$ cat src/rtl/display_scan_ctrl.sv
// Scan controller for a 4-digit multiplexed 7-segment display with a frame-synchronous shadow register.
// Optional leading-zero blanking is compiled in when DISPLAY_SCAN_LZB_EN is defined.
module display_scan_ctrl #(
  parameter int DIV = 4
) (
  input  logic        slow_clock,
  input  logic        reset,
  input  logic        en,
  input  logic        load,
  input  logic [15:0] data,
  output logic        ready,
  output logic [1:0]  SEL,
  output logic [3:0]  CAT,
  output logic [3:0]  DIGIT,
  output logic        frame_done
);

  localparam int               CNT_W   = (DIV > 1) ? $clog2(DIV) : 1;
  localparam logic [CNT_W-1:0] CNT_MAX = CNT_W'(DIV - 1);
  localparam logic [CNT_W-1:0] CNT_ONE = CNT_W'(1);

  typedef enum logic [1:0] {
    S0 = 2'd0,
    S1 = 2'd1,
    S2 = 2'd2,
    S3 = 2'd3
  } slot_t;

  slot_t            slot_reg, slot_next;
  logic [CNT_W-1:0] cnt_reg, cnt_next;
  logic [15:0]      active_reg, active_next;
  logic [15:0]      shadow_reg, shadow_next;
  logic             pending_reg, pending_next;

  logic             tick;
  logic             capture;
  logic             commit;
  logic [3:0]       nibble [4];
  logic [3:0]       cat_onehot;
  logic             cat_blank;

  // ------------------------------------------------------------------
  // Dwell prescaler
  // ------------------------------------------------------------------
  always_comb begin
    cnt_next = cnt_reg;
    if (en) begin
      if (cnt_reg == CNT_MAX) begin
        cnt_next = '0;
      end else begin
        cnt_next = cnt_reg + CNT_ONE;
      end
    end
  end

  assign tick = en & (cnt_reg == CNT_MAX);

  always_ff @(posedge slow_clock) begin
    if (!reset) begin
      cnt_reg <= '0;
    end else begin
      cnt_reg <= cnt_next;
    end
  end

  // ------------------------------------------------------------------
  // Slot FSM: state register / next state / outputs
  // ------------------------------------------------------------------
  always_ff @(posedge slow_clock) begin
    if (!reset) begin
      slot_reg <= S0;
    end else begin
      slot_reg <= slot_next;
    end
  end

  always_comb begin
    slot_next = slot_reg;
    if (tick) begin
      case (slot_reg)
        S0:      slot_next = S1;
        S1:      slot_next = S2;
        S2:      slot_next = S3;
        S3:      slot_next = S0;
        default: slot_next = S0;
      endcase
    end
  end

  always_comb begin
    SEL        = slot_reg;
    cat_onehot = 4'b0000;
    case (slot_reg)
      S0:      cat_onehot = 4'b1000;
      S1:      cat_onehot = 4'b0100;
      S2:      cat_onehot = 4'b0010;
      S3:      cat_onehot = 4'b0001;
      default: cat_onehot = 4'b0000;
    endcase
    DIGIT      = nibble[slot_reg];
    CAT        = (en && !cat_blank) ? cat_onehot : 4'b0000;
    frame_done = tick & (slot_reg == S3);
  end

  // nibble[0] is the leftmost (most significant) digit
  generate
    for (genvar gi = 0; gi < 4; gi++) begin : g_nibble
      assign nibble[gi] = active_reg[15 - 4*gi -: 4];
    end
  endgenerate

`ifdef DISPLAY_SCAN_LZB_EN
  // lead_zero[k] is set when digits 0..k of the displayed value are all zero
  logic [3:0] lead_zero;

  generate
    for (genvar gi = 0; gi < 4; gi++) begin : g_lzb
      if (gi == 0) begin : g_first
        assign lead_zero[gi] = (nibble[gi] == 4'h0);
      end else begin : g_rest
        assign lead_zero[gi] = lead_zero[gi-1] & (nibble[gi] == 4'h0);
      end
    end
  endgenerate

  // The rightmost digit is always lit so a zero value still shows "0"
  assign cat_blank = (slot_reg != S3) & lead_zero[slot_reg];
`else
  assign cat_blank = 1'b0;
`endif

  // ------------------------------------------------------------------
  // Load handshake and frame-boundary commit
  // ------------------------------------------------------------------
  assign ready   = ~pending_reg;
  assign capture = load & ready;
  assign commit  = frame_done & pending_reg;

  // capture needs pending=0 and commit needs pending=1, so they never coincide
  always_comb begin
    active_next  = active_reg;
    shadow_next  = shadow_reg;
    pending_next = pending_reg;
    if (commit) begin
      active_next  = shadow_reg;
      pending_next = 1'b0;
    end else if (capture) begin
      shadow_next  = data;
      pending_next = 1'b1;
    end
  end

  always_ff @(posedge slow_clock) begin
    if (!reset) begin
      active_reg  <= 16'h0000;
      shadow_reg  <= 16'h0000;
      pending_reg <= 1'b0;
    end else begin
      active_reg  <= active_next;
      shadow_reg  <= shadow_next;
      pending_reg <= pending_next;
    end
  end

endmodule
$ cat config.mk
export PLATFORM = sky130hd
export DESIGN_NAME = display_scan_ctrl
export DESIGN_NICKNAME = d
export VERILOG_FILES = /design/src/rtl/display_scan_ctrl.sv
export SDC_FILE = /design/constraint.sdc
export NUM_CORES = 1
export LEC_CHECK = 0
export ABC_AREA = 1
export CAP_MARGIN = 20
export CORE_ASPECT_RATIO = 0.7
export CORE_UTILIZATION = 45
export DETAILED_ROUTE_END_ITERATION = 6
export PLACE_DENSITY = 0.73
export SETUP_SLACK_MARGIN = 0.3
export SLEW_MARGIN = 20
export SYNTH_ARGS = -nofsm -noshare
export SYNTH_HDL_FRONTEND = slang
export SYNTH_SLANG_ARGS = --single-unit
$ cat constraint.sdc
create_clock -name slow_clock -period 1.3 [get_ports slow_clock]
set_input_delay 0.26 -clock slow_clock [delete_from_list [all_inputs] [get_ports slow_clock]]
set_output_delay 0.26 -clock slow_clock [all_outputs]
set_load 0.01 [all_outputs]
# --- Yosys cells after proc, flatten, opt, wreduce, memory -nomap -nowiden ---
# Cells that the tools add are included.
word_totals:
  regBits: 37
  in_bits: 20
  out_inout_bits: 12
  wordCells: 29
classes:
  n_addsub: 1
  order_cmp: 1
  eq_ne: 4
  mux: 7
  n_bitwise: 8
  n_reduce_logical: 3
op_table:
  columns: ["cell", "count"]
  rows:
  - ["4-bit case mux with 4 select lines", 1]
  - ["4-bit 2-to-1 mux", 3]
  - ["4-bit binary-select mux with 2-bit select", 1]
  - ["2-bit case mux with 4 select lines", 1]
  - ["2-bit equality test, second input constant", 3]
  - ["1-bit AND", 4]
  - ["3-bit greater-or-equal comparator, second input constant", 1]
  - ["1-bit NOT", 3]
  - ["2-bit NOT with 3-bit output", 1]
  - ["2-bit by 1-bit adder with 2-bit output, second input constant", 1]
  - ["2-bit by 1-bit equality test with 1-bit output, second input constant", 1]
  - ["2-bit zero test", 1]
  - ["2-bit 2-to-1 mux", 1]
  - ["2-bit AND reduction", 1]
  - ["2-bit OR reduction", 1]

# --- Depth between registers and ports, before layout ---
logic_depth:
  depth_word: 6
  depth_mapped: 7
  depth_no_buf: 6

# --- Least setup slack after synthesis ---
# OpenSTA, ideal clock, no wires.
synth_path:
  path_kind: "register to register"
  startpoint: "register slot_reg[0] (netlist: SEL[0])"
  endpoint: "register slot_reg[1] (netlist: SEL[1])"
  arrival_time_ns: 1.317
  required_ns: 1.178
  slack_ns: -0.139
  stages_incl_launch_ff: 6
  period_less_slack_ns: 1.439
  path_cell_list: "dfxtp_1 -> buf_2 -> clkinv_1 -> ha_1 -> o21ai_0 -> a21oi_1"
synth_via:
  elab_chain_len: 2
  elab_cells_between_ends: 5
  classes_between: "eq/ne: 3; mux: 1; reduce/logical: 1"
synth_rtl:
  columns: ["item", "line", "source"]
  rows:
  - ["start: declaration", "29", "slot_t slot_reg, slot_next;"]
  - ["start signal: assignment", "73", "slot_reg <= slot_next;"]
  - ["2-bit equality test (tied with other cells)", "80", "case (slot_reg)"]
  - ["2-bit case mux with 4 select lines *", "80", null]
# Mark *: on every way between the ends. The rest lies on a longest branch, timed or not.
# A chain may end at the register's enable or synchronous reset.

# --- Worst setup path after layout ---
layout_path:
  startpoint: "register slot_reg[0] (netlist: SEL[0])"
  endpoint: "output port DIGIT[1]"
layout_via:
  elab_chain_len: 4
layout_rtl:
  columns: ["item", "line", "source"]
  rows:
  - ["2-bit NOT with 3-bit output (not written as such)", "100", "DIGIT = nibble[slot_reg];"]
  - ["4-bit binary-select mux with 2-bit select", "100", null]
  - ["4-bit 2-to-1 mux (not written as such) (2 in series)", "100", null]
  - ["end: declaration", "14", "output logic [3:0] DIGIT,"]
# No other way between the ends. The select of a mux whose other input is x is not followed.

==> results.yml <==
finish:
  fin_cells: 331
  final_cell_area_um2: 2948
  finish.net_count: 306
  utilization_pct: 83.37
  n_antenna_cell: 0
  drive_above_1_share_pct: 51.60
  synthToLayoutAreaGrowth_pct: 76.08
power:
  p_per_area_nw_per_um2: 867.9
  p_leak_nw: 1.208
  p_total_mw: 2.558
  worst_ir_drop_vdd_v: 0.0006581
logic_synthesis:
  synth_cell_types: 23
  synth_most_common_cell: "nor2_1"
  syn_area_um2: 1674
  syn_area_per_cell_um2: 7.644
  ys_ff_latch: 37
  syn-num-nets: 245
  yosysTopAreaCell: "dfxtp_1"
  synthTopCellsByCount: "nor2_1 (41), dfxtp_1 (37), inv_1 (25)"
  async_reset_ff_share_pct: 0
  yosysWarnings: 0
  ys_seq_area_share_pct: 44.25
  synth_ff_type: "dfxtp_1"
  postSynthCellCount: 219
  synth_top_area_share_pct: 44.25
  synth-edff-count: 0
  synth_area_leaders: "dfxtp_1 (44%), nor2_1 (9.2%), o21ai_0 (7.2%), a21oi_1 (5.7%), inv_1 (5.6%)"
place:
  placedCellCount: 300
  io_buffers: 31
  dp_hpwl_um: 2359
  place_ws_ps: -525.5
  place_congestion: 0.7302
  place_area_um2: 2152
timing:
  setup_violations: 26
  min_period_over_period_pct: 120.2
  worst_slew_pin_slew_ps: 340.0
  fin_skew_ps: 6.458
  setup_ws_ps: -262.3
  worst_hold_slack_ps: 456.7
  max_freq_mhz: 640.1
  slew_violations: 0
  rsz0062_at_grt: "yes"
  hold_viol_final: 0
  final.setup.tns_ps: -4952
  slew_headroom_pct: 77.29
  period_minus_slack_ps: 1562
worst_setup_path:
  critical_path.max_fanout: 5
  critPathKind: "flop to output port"
  r2r_start: "SEL[0]"
  r2r_cells: 8
  arrival_ps: 1300
  end_kind: "output port"
  setup.worst_path.start_class: "flop"
  cp.required_ps: 1040
  r2r-end: "active_reg[13]"
  reg2reg_setup_slack_ps: -240
routing:
  drt_pass1_iterations: 4
  drtAntennaViolNets: 0
  vias: 1829
  drc: 0
  wirelength_um: 5962
  viasPerCell: 5.526
  detail_route.wl_per_cell_um: 18.01
  drtIter0Drc: 159
clock_network:
  clk_pin_slew_ps: 70
  clock_path_buffers: 2
  insertion_delay_ps: 300
  cts-buffers-inserted: 5
  hold_buffers: 0
  cts_max_level: 2
  clockRootBuffer: "clkbuf_8"
  cts_tree: "built"
  clock-sinks: 37
floorplanning:
  die_h_um: 53.03
  die_area_um2: 3972
  start_util_pct: 47.35
  pin_count: 32
  fp.dieW_um: 74.90
  core_um2: 3536
  rows: 18
run:
  drv_cap: 0
min_path:
  min_from: "shadow_reg[4]"
  min_path_cells: 2
  hold_end: "shadow_reg[4]"
  min_path_type: "flop to flop"
global_routing:
  grt_start_max_net_pins: 34
  grt_pass1_wl_um: 7203
  grt-ovfl-total: 0
  antenna_found_initial: 0
  grt_pass1_vias: 1508
  grt_usage_pct: 25.49
run_status:
  status: "finished with violations"
  violations: "setup timing"
[layout by cell type (no fill, tap or decap), drive strengths merged]
master | netlist | layout
dlygate4sd2 | 0 | 2
xnor2 | 1 | 1
ha | 6 | 6
nor3 | 1 | 1
inv | 26 | 26
clkinv | 1 | 1
clkdlybuf4s50 | 0 | 16
dlymetal6s2s | 0 | 1
clkbuf | 2 | 9
o22ai | 4 | 4
dfxtp | 37 | 37
nand3 | 17 | 17
nand2 | 23 | 23
clkinvlp | 0 | 1
o21ai | 28 | 28
buf | 11 | 44
a21oi | 19 | 19
nor2 | 43 | 45
[worst max path at each step]
stage	slack [ps]	from	end
after global routing	-310	SEL[1]	CAT[3]
final	-260	SEL[0]	DIGIT[1]
after global placement	-530	en	CAT[3]
after CTS	-220	SEL[1]	DIGIT[2]
after detailed placement	-530	en	CAT[1]
after floorplan	180	SEL[1]	active_reg[12]
[power by group]
part           internal [mW]  switching, mW
combinational          0.238          0.264
clock                  0.433          0.417
sequential              1.18         0.0249
[logic make-up after synthesis]
logic type                 Yosys count  share of synthesized area, %
AOI/OAI and AO/OA                   51                         15.55
xor gates and xnor gates             1                        0.5233
adders and majority gates            6                         4.484
buffers and inverters               40                         11.73
DFF                                 37                         44.25
and+or+nand+nor                     84                         23.47
[layout make-up]
cell class / instances / area (um2)
repair buffers: 64 / 748.2
repair inverters: 1 / 11.26
flip-flops and latches: 37 / 752.0
multi-input cells: 144 / 1159
inverters: 27 / 125.1
clock buffers: 8 / 90.09
fillers: 186 / 588.1
well taps: 50 / 62.56
[per-layer routing]
layer  wire [um]  share of wire, %  GRT usage [%]  vias to the layer above
met5           0                 0              0                        -
met4         191               3.2          8.805                        0
met3         444               7.4          5.714                       21
met2        2847                48          40.69                       99
met1        2479                42          33.84                      885
li1            -                 -              -                      824
[worst max-delay path, cell delays in order, from the launching register on]
cell and delay, ps:
dfxtp_4 410, buf_6 130, inv_8 40, o21ai_2 160
o22ai_2 100, buf_2 160
[repair_timing]
item,CTS,global route
pin swaps,17,25
buffers inserted,10,5
cloned,7,1
setup endpoints to repair,48,48
resized for setup,113,76
Note: power is estimated with default switching activity, not from simulation.
